`src/rtl/ifid_fetch.sv`:
```
// Fetch stage and IF/ID pipeline register: owns the PC, issues icache reads,
// and parks an instruction that hits during a stall in a one-entry hold buffer.
module ifid_fetch #(
  parameter logic [31:0] PC_INIT = 32'h0000_0000,
  parameter logic [31:0] PC_INC  = 32'd4
) (
  input  logic        CLK,
  input  logic        nRST,
  input  logic        ihit,
  input  logic [31:0] iload,
  output logic        iREN,
  output logic [31:0] iaddr,
  input  logic        stall,
  input  logic        flush,
  input  logic        redirect,
  input  logic [31:0] redirect_pc,
  input  logic        halt,
  output logic [31:0] instr,
  output logic [31:0] npc,
  output logic        valid
);

  typedef enum logic [1:0] {RUN, HOLD, HALTED} state_t;

  state_t      state_q;
  logic [31:0] pc_q;
  logic [31:0] instr_q;
  logic [31:0] npc_q;
  logic        valid_q;
  logic [31:0] buf_instr_q;
  logic [31:0] buf_npc_q;
  logic [31:0] pc_inc_d;

  // Modulo-2^32 add; the top of the address space wraps to zero.
  assign pc_inc_d = pc_q + PC_INC;

  assign iaddr = pc_q;
  assign iREN  = (state_q == RUN) && !halt;
  assign instr = instr_q;
  assign npc   = npc_q;
  assign valid = valid_q;

  always_ff @(posedge CLK or negedge nRST) begin
    if (!nRST) begin
      state_q     <= RUN;
      pc_q        <= PC_INIT;
      instr_q     <= '0;
      npc_q       <= '0;
      valid_q     <= 1'b0;
      buf_instr_q <= '0;
      buf_npc_q   <= '0;
    end else if (halt || state_q == HALTED) begin
      state_q <= HALTED;
      instr_q <= '0;
      npc_q   <= '0;
      valid_q <= 1'b0;
    end else if (redirect || flush) begin
      // Both squash IF/ID and drop any parked instruction; only redirect moves the PC.
      if (redirect) pc_q <= redirect_pc;
      state_q <= RUN;
      instr_q <= '0;
      npc_q   <= '0;
      valid_q <= 1'b0;
    end else begin
      case (state_q)
        RUN: begin
          if (ihit) begin
            pc_q <= pc_inc_d;
            if (stall) begin
              buf_instr_q <= iload;
              buf_npc_q   <= pc_inc_d;
              state_q     <= HOLD;
            end else begin
              instr_q <= iload;
              npc_q   <= pc_inc_d;
              valid_q <= 1'b1;
            end
          end else if (!stall) begin
            instr_q <= '0;
            npc_q   <= '0;
            valid_q <= 1'b0;
          end
        end
        HOLD: begin
          if (!stall) begin
            instr_q <= buf_instr_q;
            npc_q   <= buf_npc_q;
            valid_q <= 1'b1;
            state_q <= RUN;
          end
        end
        default: state_q <= HALTED;
      endcase
    end
  end

endmodule

```
`config.mk`:
```
export PLATFORM = sky130hd
export DESIGN_NAME = ifid_fetch
export DESIGN_NICKNAME = d
export VERILOG_FILES = /design/src/rtl/ifid_fetch.sv
export SDC_FILE = /design/constraint.sdc
export NUM_CORES = 1
export LEC_CHECK = 0
export BUFFER_PORTS_ARGS = -buffer_cell sky130_fd_sc_hd__clkbuf_2
export CELL_PAD_IN_SITES_DETAIL_PLACEMENT = 0
export CELL_PAD_IN_SITES_GLOBAL_PLACEMENT = 1
export CORE_AREA = 2 2 136 138
export DETAILED_ROUTE_END_ITERATION = 10
export DIE_AREA = 0 0 138 140
export PLACE_DENSITY_LB_ADDON = 0.25
export REMOVE_ABC_BUFFERS = 1
export SLEW_MARGIN = 0
export SYNTH_ARGS = -nofsm -noshare
export SYNTH_HDL_FRONTEND = slang
export SYNTH_SLANG_ARGS = --single-unit
```
`constraint.sdc`:
```
create_clock -name CLK -period 5.4 [get_ports CLK]
set_clock_uncertainty 0.1 [all_clocks]
set_input_delay 0.81 -clock CLK [delete_from_list [all_inputs] [get_ports CLK]]
set_output_delay 0.81 -clock CLK [all_outputs]
set_load 0.02 [all_outputs]
```
Word level (Yosys, flattened, before mapping)
Cells that the tools add are included.
- $add $sub $neg: 1
- equal/unequal tests: 8
- multiplexer cells: 29
- bitwise gates (word level): 2
- reduce and logical (&&, ||, !) cells: 13
- operators with widths (kind ; count):
    2-to-1 mux 32 bit ; 15
    one-hot mux 32 bit (2 select lines) ; 2
    adder 32 x 3 -> 32 bit, second input constant ; 1
    != test 4 x 2 -> 1 bit, second input constant ; 3
    2-to-1 mux 2 bit ; 5
    AND reduction 3 bit ; 2
    2-to-1 mux 1 bit ; 5
    != test 5 x 3 -> 1 bit, second input constant ; 1
    AND reduction 5 bit ; 1
    != test 4 bit, second input constant ; 1
    one-hot mux 2 bit (2 select lines) ; 1
    AND reduction 4 bit ; 1
    nonzero test 2 bit ; 2
    nonzero test 4 bit ; 1
    == test 2 x 1 -> 1 bit, second input constant ; 1
    == test 2 bit, second input constant ; 1
    zero test 2 bit ; 1
    logical OR 1 bit ; 2
    != test 2 bit, second input constant ; 1
    NOT 1 bit ; 2
    one-hot mux 1 bit (2 select lines) ; 1
    AND reduction 2 bit ; 1
    logical AND 1 bit ; 1
    zero test 1 bit ; 1
- bits in registers: 163
- output and inout port bits: 98
- logic and storage cells: 60

Longest topological paths before layout
Gate-level depths: netlist of the first run.
- depth after elaboration: 6
- mapped depth: 8
- depth with buffers taken out: 6

Worst setup path before layout of the first run
OpenSTA, ideal clock, no wires.
- path type: in2reg
- start: input halt
- end: register buf_instr_q[10]
- setup time: 0.065 ns
- arrival time: 2.450 ns
- data required time: 5.235 ns
- path slack: 2.785 ns
- stages: 7
- buffers on the path: 3
- cell sequence: clkbuf_1 nor3_1 and4_1 clkbuf_1 clkbuf_1 nand2_1 nand2_1
- cells in the longest elaborated chain, start to end: 3
- RTL lines (what ; line ; source):
    from (decl) ; 17 ; input logic halt,
    logical OR 1 bit ; 52 ; end else if (halt || state_q == HALTED) begin
    NOT 1 bit (no source line) ; n/a ;
    AND reduction 5 bit (no source line) ; n/a ;
    to (signal assigned) ; 70 ; buf_instr_q <= iload;
    to (decl) ; 30 ; logic [31:0] buf_instr_q;
Every way passes these cells.
A chain may end at the register's enable or synchronous reset.

Worst setup path in the final report of the first run
- start: input redirect
- end: register npc_q[31] (netlist: npc[31])
- cells in the longest elaborated chain, start to end: 3
- elaborated cells on any way between the ends: 7
- classes of those cells: 2 x eq/ne; 2 x mux; 3 x reduce/logical
- RTL lines (what ; line ; source):
    from (decl) ; 15 ; input logic redirect,
    logical OR 1 bit * ; 57 ; end else if (redirect || flush) begin
    != test 4 x 2 -> 1 bit (no source line), or another cell as far along ; n/a ;
    AND reduction 3 bit (no source line) / 2-to-1 mux 32 bit (equally long branches) ; n/a ;
    to (signal assigned) ; 75 ; npc_q <= pc_inc_d;
    to (signal assigned) ; 87 ; npc_q <= buf_npc_q;
    to (decl) ; 28 ; logic [31:0] npc_q;
Every way passes the cells marked *; elsewhere a longest branch is shown, timed or not.

==> results of run 1 <==
layout by cell type, fill, tap and decap left out, types with 2 or more instances in the layout:
master      netlist  layout
a21oi_1          59      59
nand4_1          15      15
nor3b_1           3       3
a22oi_1          26      26
nand3_1          28      28
or4_1             5       5
inv_1             6       6
and3_1           38      38
inv_6             0       2
buf_4             2      11
nor3_1            3       3
clkinv_2          0       4
o21ai_1           4       4
clkbuf_2          0     167
xor2_1           22      22
a2bb2oi_1        11      11
mux2_2            2       2
or2_1             2       2
dfrtp_1         163     163
or3_1             2       2
clkbuf_16         0      17
nor4_4            1       2
nor2_1           24      22
o21ai_2          20      20
clkinvlp_4        0       4
xnor2_1           6       6
o21ai_0          82      82
nand2_1         202     202
nand2b_1          2       2
nor4_1            5       5
and4_1            2       2
o21bai_1          2       2
o22ai_1          11      11
o211ai_1          2       2
a21boi_0          2       2
a32oi_1           8       8
nor2_4            0       2
logic make-up (layout without fill, tap and decap cells):
logic type               Yosys count  count (layout)  synth area share
buffers and inverters             72             217            0.0401
adder cells (fa/ha/maj)            1               1           0.00162
AO/OA/AOI/OAI                    237             237             0.189
XOR/XNOR                          28              28            0.0317
flip-flops                       163             163             0.528
multiplexers                       2               2           0.00291
AND/OR/NAND/NOR                  340             340             0.207
power by group:
| part | switching [W] | internal [W] | total [W] |
|---|---|---|---|
| clock | 0.000513 | 0.000643 | 0.00116 |
| combinational | 0.000134 | 0.0000811 | 0.000215 |
| sequential | 0.0000468 | 0.00125 | 0.00130 |
| total | 0.000694 | 0.00197 | 0.00267 |
area by class of cell:
type                            count  area share
Multi-Input combinational cell    608       0.366
Inverter                            6     0.00243
Tap cell                          229      0.0309
Timing Repair Buffer              180       0.102
Clock buffer                       19      0.0477
Sequential cell                   163       0.440
Clock inverter                     12      0.0115
stage by stage:
| step | total power (W) | std cells | hold WS (ns) |
|---|---|---|---|
| after floorplan | 0.00142 | 777 | 0.346 |
| after global placement | 0.00154 | 1186 | 0.359 |
| after detailed placement | 0.00154 | 1186 | 0.362 |
| after CTS | 0.00269 | 1217 | 0.375 |
| after global routing | 0.00277 | 1217 | 0.395 |
| final | 0.00267 | 1217 | 0.316 |
worst max-delay path, stage by stage:
cell	delay, ns
clkbuf_2	0.38
or2_1	0.89
or4_1	0.22
buf_4	0.36
or2_1	0.16
buf_4	0.37
o21ai_0	0.16
per-layer routing:
metal  GRT usage  vias to the layer above
met2       0.353                      177
met1       0.305                     3101
met4      0.0644                        0
met3      0.0472                       24
li1            -                     3221
met5           0                        -
state kept, by name, indices dropped and copies added, names as in the netlist:
register     cells
npc             32
iaddr           32
valid            1
instr           32
buf_npc_q       32
buf_instr_q     32
state_q          2
worst max-delay path by stage:
stage / endpoint / start / cells past startpoint / slack (ns)
2_1_floorplan: buf_npc_q[2]$_DFFE_PN0P_ / redirect / 3 / -0.10
3_3_place_gp: npc[31]$_DFFE_PN0P_ / redirect / 7 / 1.82
3_5_place_dp: npc[31]$_DFFE_PN0P_ / redirect / 7 / 1.79
4_1_cts: npc[8]$_DFFE_PN0P_ / redirect / 7 / 2.24
5_1_grt: npc[7]$_DFFE_PN0P_ / redirect / 7 / 2.05
6_report: npc[31]$_DFFE_PN0P_ / redirect / 7 / 2.22
==> results.ini, run 1 <==
[route]
top_layer_used=met4
postRouteWirelength_um=21100
drt_iter0_drc=306
num_vias=6523
wl_per_cell_um=17.3
met1Wirelength_um=9820
met3WireLength_um=1080
drt_first_pass_iters=4
ant_nets=0
drcViolationCount=0
via_per_inst=5.36
dr_wl_met2_um=9810

[global_routing]
grt_pass1_vias=6287
antenna_found_initial=0
grt_usage=0.221
grt_max_degree=88
grt_pass1_wl_um=34100
grt.overflow.total=0

[clock_tree]
cts_root_buffer=clkbuf_16
cts_buffer_depth=2
hold_buffers=0
cts_sinks=163
path_clk_slew_ns=0.06
cts_inserted_buffers=17
clock_latency_ns=0.44
cts_setup_buffers=0
cts_htree_levels=4
cts_resized=0
cts_tree=yes

[yosys]
async_flop_share=1.00
postSynthCellCount=843
synth_area_leader_cell=dfrtp_1
synth.top_cells.by_count=202 x nand2_1, 163 x dfrtp_1, 82 x o21ai_0, 59 x a21oi_1, 51 x clkbuf_1
synth_edf_count=0
synth.cell_area_um2=7730
ys_seq_area_frac=0.528
synth_warnings=0
yosysMostFrequentCell=nand2_1
synth_flop_cell=dfrtp_1
syn_avg_cell_area_um2=9.17
synth_area_leaders=dfrtp_1 53%, nand2_1 9.8%, o21ai_0 5.3%, a21oi_1 3.8%, and3_1 3.1%
yosysUniqueCellTypes=54
ys_ff_latch=163
synth.top_cell.area_share=0.528

[place]
portBuffers=168
dp_hpwl_um=13800
postPlaceCellArea_um2=8730
place_congestion=0.809
place_ws_ns=1.79

[sta]
hold_violations=0
rsz0062_at_grt=false
slew_headroom=0.258
setup_slack_ns=2.22
setup_viol=0
max_clock_freq_ghz=0.314
tns_ns=0
post-route-period-util=0.589
tightest_slew_ns=1.11
fin_crit_ns=3.18
slew_viol_final=0

[worst_setup_path]
crit_path_end_kind=register
worst-setup-path-type=in2reg
worst_r2r_endpoint=buf_npc_q[20]$_DFFE_PN0P_
reg2reg_from=iaddr[2]$_DFFE_PN0P_
critPathLaunchType=input port
reg2regPathDepth=6
arrival_ns=3.39
critical_path_required_ns=5.61
worst-r2r-setup-slack_ns=2.91
crit_fanout=39

[flow_run]
max_cap_violations=0

[floorplan]
ioPinCount=169
start_util=0.435
die_h_um=140
die_area_um2=19300
core_um2=17800
die_w_um=138
num_rows=49

[finish]
num-fill-cells=1726
multiInputGateArea_um2=3390
stdcell_area_um2=9280
area_growth_pct=20.0
finalCoreUtilization=0.522
final_layout_size_suffix_gt1_frac=0.246
fin_nets=1048
n_antenna_cell=0
seqCellArea_um2=4080

[pwr]
ir_drop_mv=0.225
p_per_area_nw_per_um2=288
power.leakage_nw=4.47

[outcome]
status=completed

[worst_hold_path]
hold_class=in2async

Power figures use the tool's default switching activity.
==> run 2: changes to the inputs <==
--- a/config.mk
+++ b/config.mk
@@ -8,9 +8,9 @@
 export BUFFER_PORTS_ARGS = -buffer_cell sky130_fd_sc_hd__clkbuf_2
 export CELL_PAD_IN_SITES_DETAIL_PLACEMENT = 0
 export CELL_PAD_IN_SITES_GLOBAL_PLACEMENT = 1
-export CORE_AREA = 2 2 136 138
+export CORE_AREA = 2 2 148 150
 export DETAILED_ROUTE_END_ITERATION = 10
-export DIE_AREA = 0 0 138 140
+export DIE_AREA = 0 0 150 152
 export PLACE_DENSITY_LB_ADDON = 0.25
 export REMOVE_ABC_BUFFERS = 1
 export SLEW_MARGIN = 0
==> constraint.sdc (replaced) <==
create_clock -name CLK -period 2.9 [get_ports CLK]
set_clock_uncertainty 0.1 [all_clocks]
set_input_delay 0.435 -clock CLK [delete_from_list [all_inputs] [get_ports CLK]]
set_output_delay 0.435 -clock CLK [all_outputs]
set_load 0.02 [all_outputs]
==> results.ini, run 2 (same netlist as run 1, synthesis figures left out) <==
[outcome]
status=completed

[sta]
whs_ns=0.113
rsz0062_at_grt=false
slew_viol_final=0
fin_crit_ns=2.37
max_clock_freq_ghz=0.421
tightest_slew_ns=0.591
tns_ns=0
setup_viol=0
post-route-period-util=0.819
hold_violations=0
slew_headroom=0.606

[floorplan]
ioPinCount=169
die_h_um=152
start_util=0.362
num_rows=54
die_w_um=150
die_area_um2=22800
core_um2=21400

[clock_tree]
cts_root_buffer=clkbuf_16
cts_buffer_depth=2
cts_inserted_buffers=17
path_clk_slew_ns=0.07
cts_tree=yes
clock_latency_ns=0.43
cts_sinks=163
cts_resized=0
cts_setup_buffers=0
cts_htree_levels=4

[place]
place_congestion=0.860
dp_hpwl_um=15400
postPlaceCellArea_um2=8870
portBuffers=168

[finish]
fin_nets=1059
final_layout_size_suffix_gt1_frac=0.255
n_antenna_cell=0
stdcell_area_um2=9440
area_growth_pct=22.0
finalCoreUtilization=0.442
num-fill-cells=2201
mostFrequentLayoutCell=nand2_1
final_cell_mix=202 x nand2_1, 167 x clkbuf_2, 163 x dfrtp_1

[pwr]
p_sw_frac=0.273
power_frac_comb=0.085
power.leakage_nw=4.53
p_per_area_nw_per_um2=529
ir_drop_mv=0.389
p_seq_frac=0.483
clkPwrFrac=0.432
intPower_w=0.00363
p_switching_w=0.00136

[worst_setup_path]
critical_path_required_ns=3.10
crit_fanout=8
arrival_ns=2.57
critPathLaunchType=register
worst-setup-path-type=reg2reg
crit_path_end_kind=register

[global_routing]
grt.overflow.total=0
grt_pass1_wl_um=36900
grt_pass1_vias=6570
antenna_found_initial=0
grt_max_degree=63
grt_usage=0.206

[route]
drt_iter0_drc=365
drt_first_pass_iters=5
wl_per_cell_um=18.0
drcViolationCount=0
num_vias=6644
via_per_inst=5.19
postRouteWirelength_um=23000
ant_nets=0

[flow_run]
max_cap_violations=0

[worst_hold_path]
hold_class=in2reg

run 2: path summary, 6_finish.rpt:
| check | start | endpoint | slack, ns | depth (start not counted) |
|---|---|---|---|---|
| setup reg to reg | iaddr[2]$_DFFE_PN0P_ | buf_npc_q[20]$_DFFE_PN0P_ | 0.53 | 6 |
| hold / removal | iload[21] | buf_instr_q[21]$_DFFE_PN0P_ | 0.11 | 3 |
| hold reg to reg | buf_instr_q[15]$_DFFE_PN0P_ | buf_instr_q[15]$_DFFE_PN0P_ | 0.37 | 2 |
| setup / recovery | iaddr[2]$_DFFE_PN0P_ | buf_npc_q[20]$_DFFE_PN0P_ | 0.53 | 6 |
| max in group asynchronous | nRST | iaddr[24]$_DFFE_PN0P_ | 1.58 | 3 |
| min in group asynchronous | nRST | buf_instr_q[9]$_DFFE_PN0P_ | 0.43 | 2 |
run 2: power groups by stage:
stage          registers [W]  clock network, W  logic (W)
3_5_place_dp         0.00246                 0   0.000427
5_1_grt              0.00242           0.00231   0.000472
4_1_cts              0.00241           0.00221   0.000430
2_1_floorplan        0.00248                 0   0.000160
6_report             0.00241           0.00216   0.000422
3_3_place_gp         0.00245                 0   0.000430
run 2: critical path, cell delays in order, from the launching register on:
cell and delay, ns:
dfrtp_1 0.46, ha_1 0.29, nand4_1 0.26, nor2_1 0.53, nand3_1 0.24, xor2_1 0.27
o21ai_0 0.10
run 2: layout make-up:
class	count	area (um2)	share of cell area
repair buffers	191	1050	0.111
multi-input cells	608	3380	0.358
flip-flops and latches	163	4080	0.432
clock inverters	14	118	0.0125
well taps	280	350	0.0371
clock buffers	18	439	0.0465
inverters	6	22.5	0.00239
run 2: through the flow:
step	total power, W	std cells	setup slack (ns)
2_1_floorplan	0.00264	777	-2.23
3_3_place_gp	0.00288	1247	0.642
3_5_place_dp	0.00288	1247	0.553
4_1_cts	0.00506	1280	0.548
5_1_grt	0.00521	1280	0.303
6_report	0.00499	1280	0.526
run 2: timing repair:
action,in CTS,in global routing
hold buffers,1,0
endpoints found under the setup margin,0,0
endpoints found under the hold margin,48,0
run 2: layer usage:
metal,vias to the layer above,part of all wire,global-route usage,routed length (um)
li1,3259,-,-,-
met2,195,0.47,0.321,10800
met3,9,0.062,0.0492,1420
met5,-,0,0,0
met4,0,0.0054,0.0350,124
met1,3181,0.46,0.296,10700
==> run 3: changes to the inputs <==
==> constraint.sdc (replaced) <==
create_clock -name CLK -period 2 [get_ports CLK]
set_clock_uncertainty 0.1 [all_clocks]
set_input_delay 0.3 -clock CLK [delete_from_list [all_inputs] [get_ports CLK]]
set_output_delay 0.3 -clock CLK [all_outputs]
set_load 0.02 [all_outputs]
==> results.ini, run 3 (same netlist as run 1, synthesis figures left out) <==
[sta]
max_clock_freq_ghz=0.494
rsz0062_at_grt=true
setup_slack_ns=-0.0240
hold_violations=0
tightest_slew_ns=0.549
slew_headroom=0.634
post-route-period-util=1.01
setup_viol=3
fin_crit_ns=2.02
slew_viol_final=0

[clock_tree]
cts_tree=yes
cts_root_buffer=clkbuf_16
cts_htree_levels=4
path_clk_slew_ns=0.07
cts_inserted_buffers=17
cts_buffer_depth=2
cts_sinks=163
clock_latency_ns=0.43

[worst_setup_path]
critPathMaxStageDelay_ns=0.49
crit_family=simple AND/OR/NAND/NOR gates
path_common_cell=nand4_1
path_cells=ha_2 -> nand4_1 -> nor3_4 -> nand4_1 -> or4_1 -> nand3_1
critPathLaunchType=register
worst-setup-path-type=reg2reg
crit_path_end_kind=register
slowest_stage=or4_1
crit_fanout=5
path_buf_inv=0
arrival_ns=2.29
critical_path_required_ns=2.27

[pwr]
ir_drop_mv=0.551
p_per_area_nw_per_um2=712
finalPower_w=0.00737
power.leakage_nw=5.00

[floorplan]
num_rows=54
ioPinCount=169
core_um2=21400
die_w_um=150
start_util=0.362
die_area_um2=22800
die_h_um=152

[route]
wl_per_cell_um=17.3
drt_iter0_drc=421
drcViolationCount=0
num_vias=7005
via_per_inst=5.14
postRouteWirelength_um=23600
drt_first_pass_iters=5
ant_nets=0

[finish]
n_antenna_cell=0
area_growth_pct=33.8
final_cell_mix=201 x nand2_1, 167 x clkbuf_2, 162 x dfrtp_1
mostFrequentLayoutCell=nand2_1
fin_nets=1144
finalCoreUtilization=0.485
final_layout_size_suffix_gt1_frac=0.296

[place]
portBuffers=168
place_congestion=0.847
dp_hpwl_um=15900

[global_routing]
grt_usage=0.213
antenna_found_initial=0
grt_pass1_wl_um=38100
grt_pass1_vias=6906
grt.overflow.total=0
grt_max_degree=53

[worst_hold_path]
hold_class=in2reg

[flow_run]
max_cap_violations=0

[outcome]
status=finished with violations
failed_checks=negative setup slack

==> run 3: cell count changes in the layout (fill, tap and decap cells not counted), sizes merged <==
cell	delta
dlygate4sd3	+33
clkbuf	-1
buf	+52
==> run 3: worst paths after layout <==
path | from | slack, ns | endpoint | cells after the start
setup reg to reg | iaddr[3]$_DFFE_PN0P_ | -0.02 | iaddr[24]$_DFFE_PN0P_ | 6
hold / removal | iload[9] | 0.01 | buf_instr_q[9]$_DFFE_PN0P_ | 3
min in group asynchronous | nRST | 0.25 | buf_instr_q[13]$_DFFE_PN0P_ | 2
hold reg to reg | buf_npc_q[0]$_DFFE_PN0P_ | 0.37 | buf_npc_q[0]$_DFFE_PN0P_ | 2
setup / recovery | iaddr[3]$_DFFE_PN0P_ | -0.02 | iaddr[24]$_DFFE_PN0P_ | 6
max in group asynchronous | nRST | 0.89 | iaddr[8]$_DFFE_PN0P_ | 3
==> run 3: per-stage QoR <==
step	setup TNS [ns]	setup slack [ns]	area (um2)	instances	hold slack, ns
5_1_grt	-1.16	-0.142	10300	1364	0.0248
4_1_cts	-0.0519	-0.0477	10200	1358	0.00497
3_3_place_gp	-0.0468	-0.0274	9290	1290	0.157
6_report	-0.0522	-0.0240	10300	1364	0.0125
3_5_place_dp	-0.116	-0.0406	9290	1290	0.151
2_1_floorplan	-274.34	-2.99	7440	777	-0.0956
==> run 3: what timing repair did <==
item                                    in CTS  in global routing
cloned                                       0                  0
gates resized for setup                      3                 18
hold buffers                                34                  0
hold endpoints to repair                    69                  0
pin swaps                                    6                 20
setup buffers                                3                  7
endpoints found under the setup margin       6                 40
==> run 3: report_power, final <==
| group | total (W) | internal (W) | switching (W) |
|---|---|---|---|
| sequential | 0.00345 | 0.00338 | 0.0000758 |
| clock | 0.00310 | 0.00162 | 0.00148 |
| combinational | 0.000812 | 0.000347 | 0.000466 |
| total | 0.00737 | 0.00534 | 0.00202 |
==> run 3: metal layers <==
metal  GRT usage  vias to the layer above  share of wire
li1            -                     3418              -
met1       0.304                     3351           0.46
met2       0.336                      216           0.47
met3      0.0417                       20          0.060
met4      0.0481                        0          0.011
met5           0                        -              0
==> run 3: worst register-to-register path, stage by stage, from the launching register on <==
cell     delay [ns]
dfrtp_1        0.35
ha_2           0.18
nand4_1        0.25
nor3_4         0.36
nand4_1        0.15
or4_1          0.49
nand3_1        0.09
==> run 3: area by class of cell <==
class,count,area [um2]
well taps,280,350
inverters,6,22.5
repair buffers,276,1870
clock buffers,17,425
multi-input cells,608,3480
flip-flops and latches,163,4080
clock inverters,14,120
fillers,2119,11000
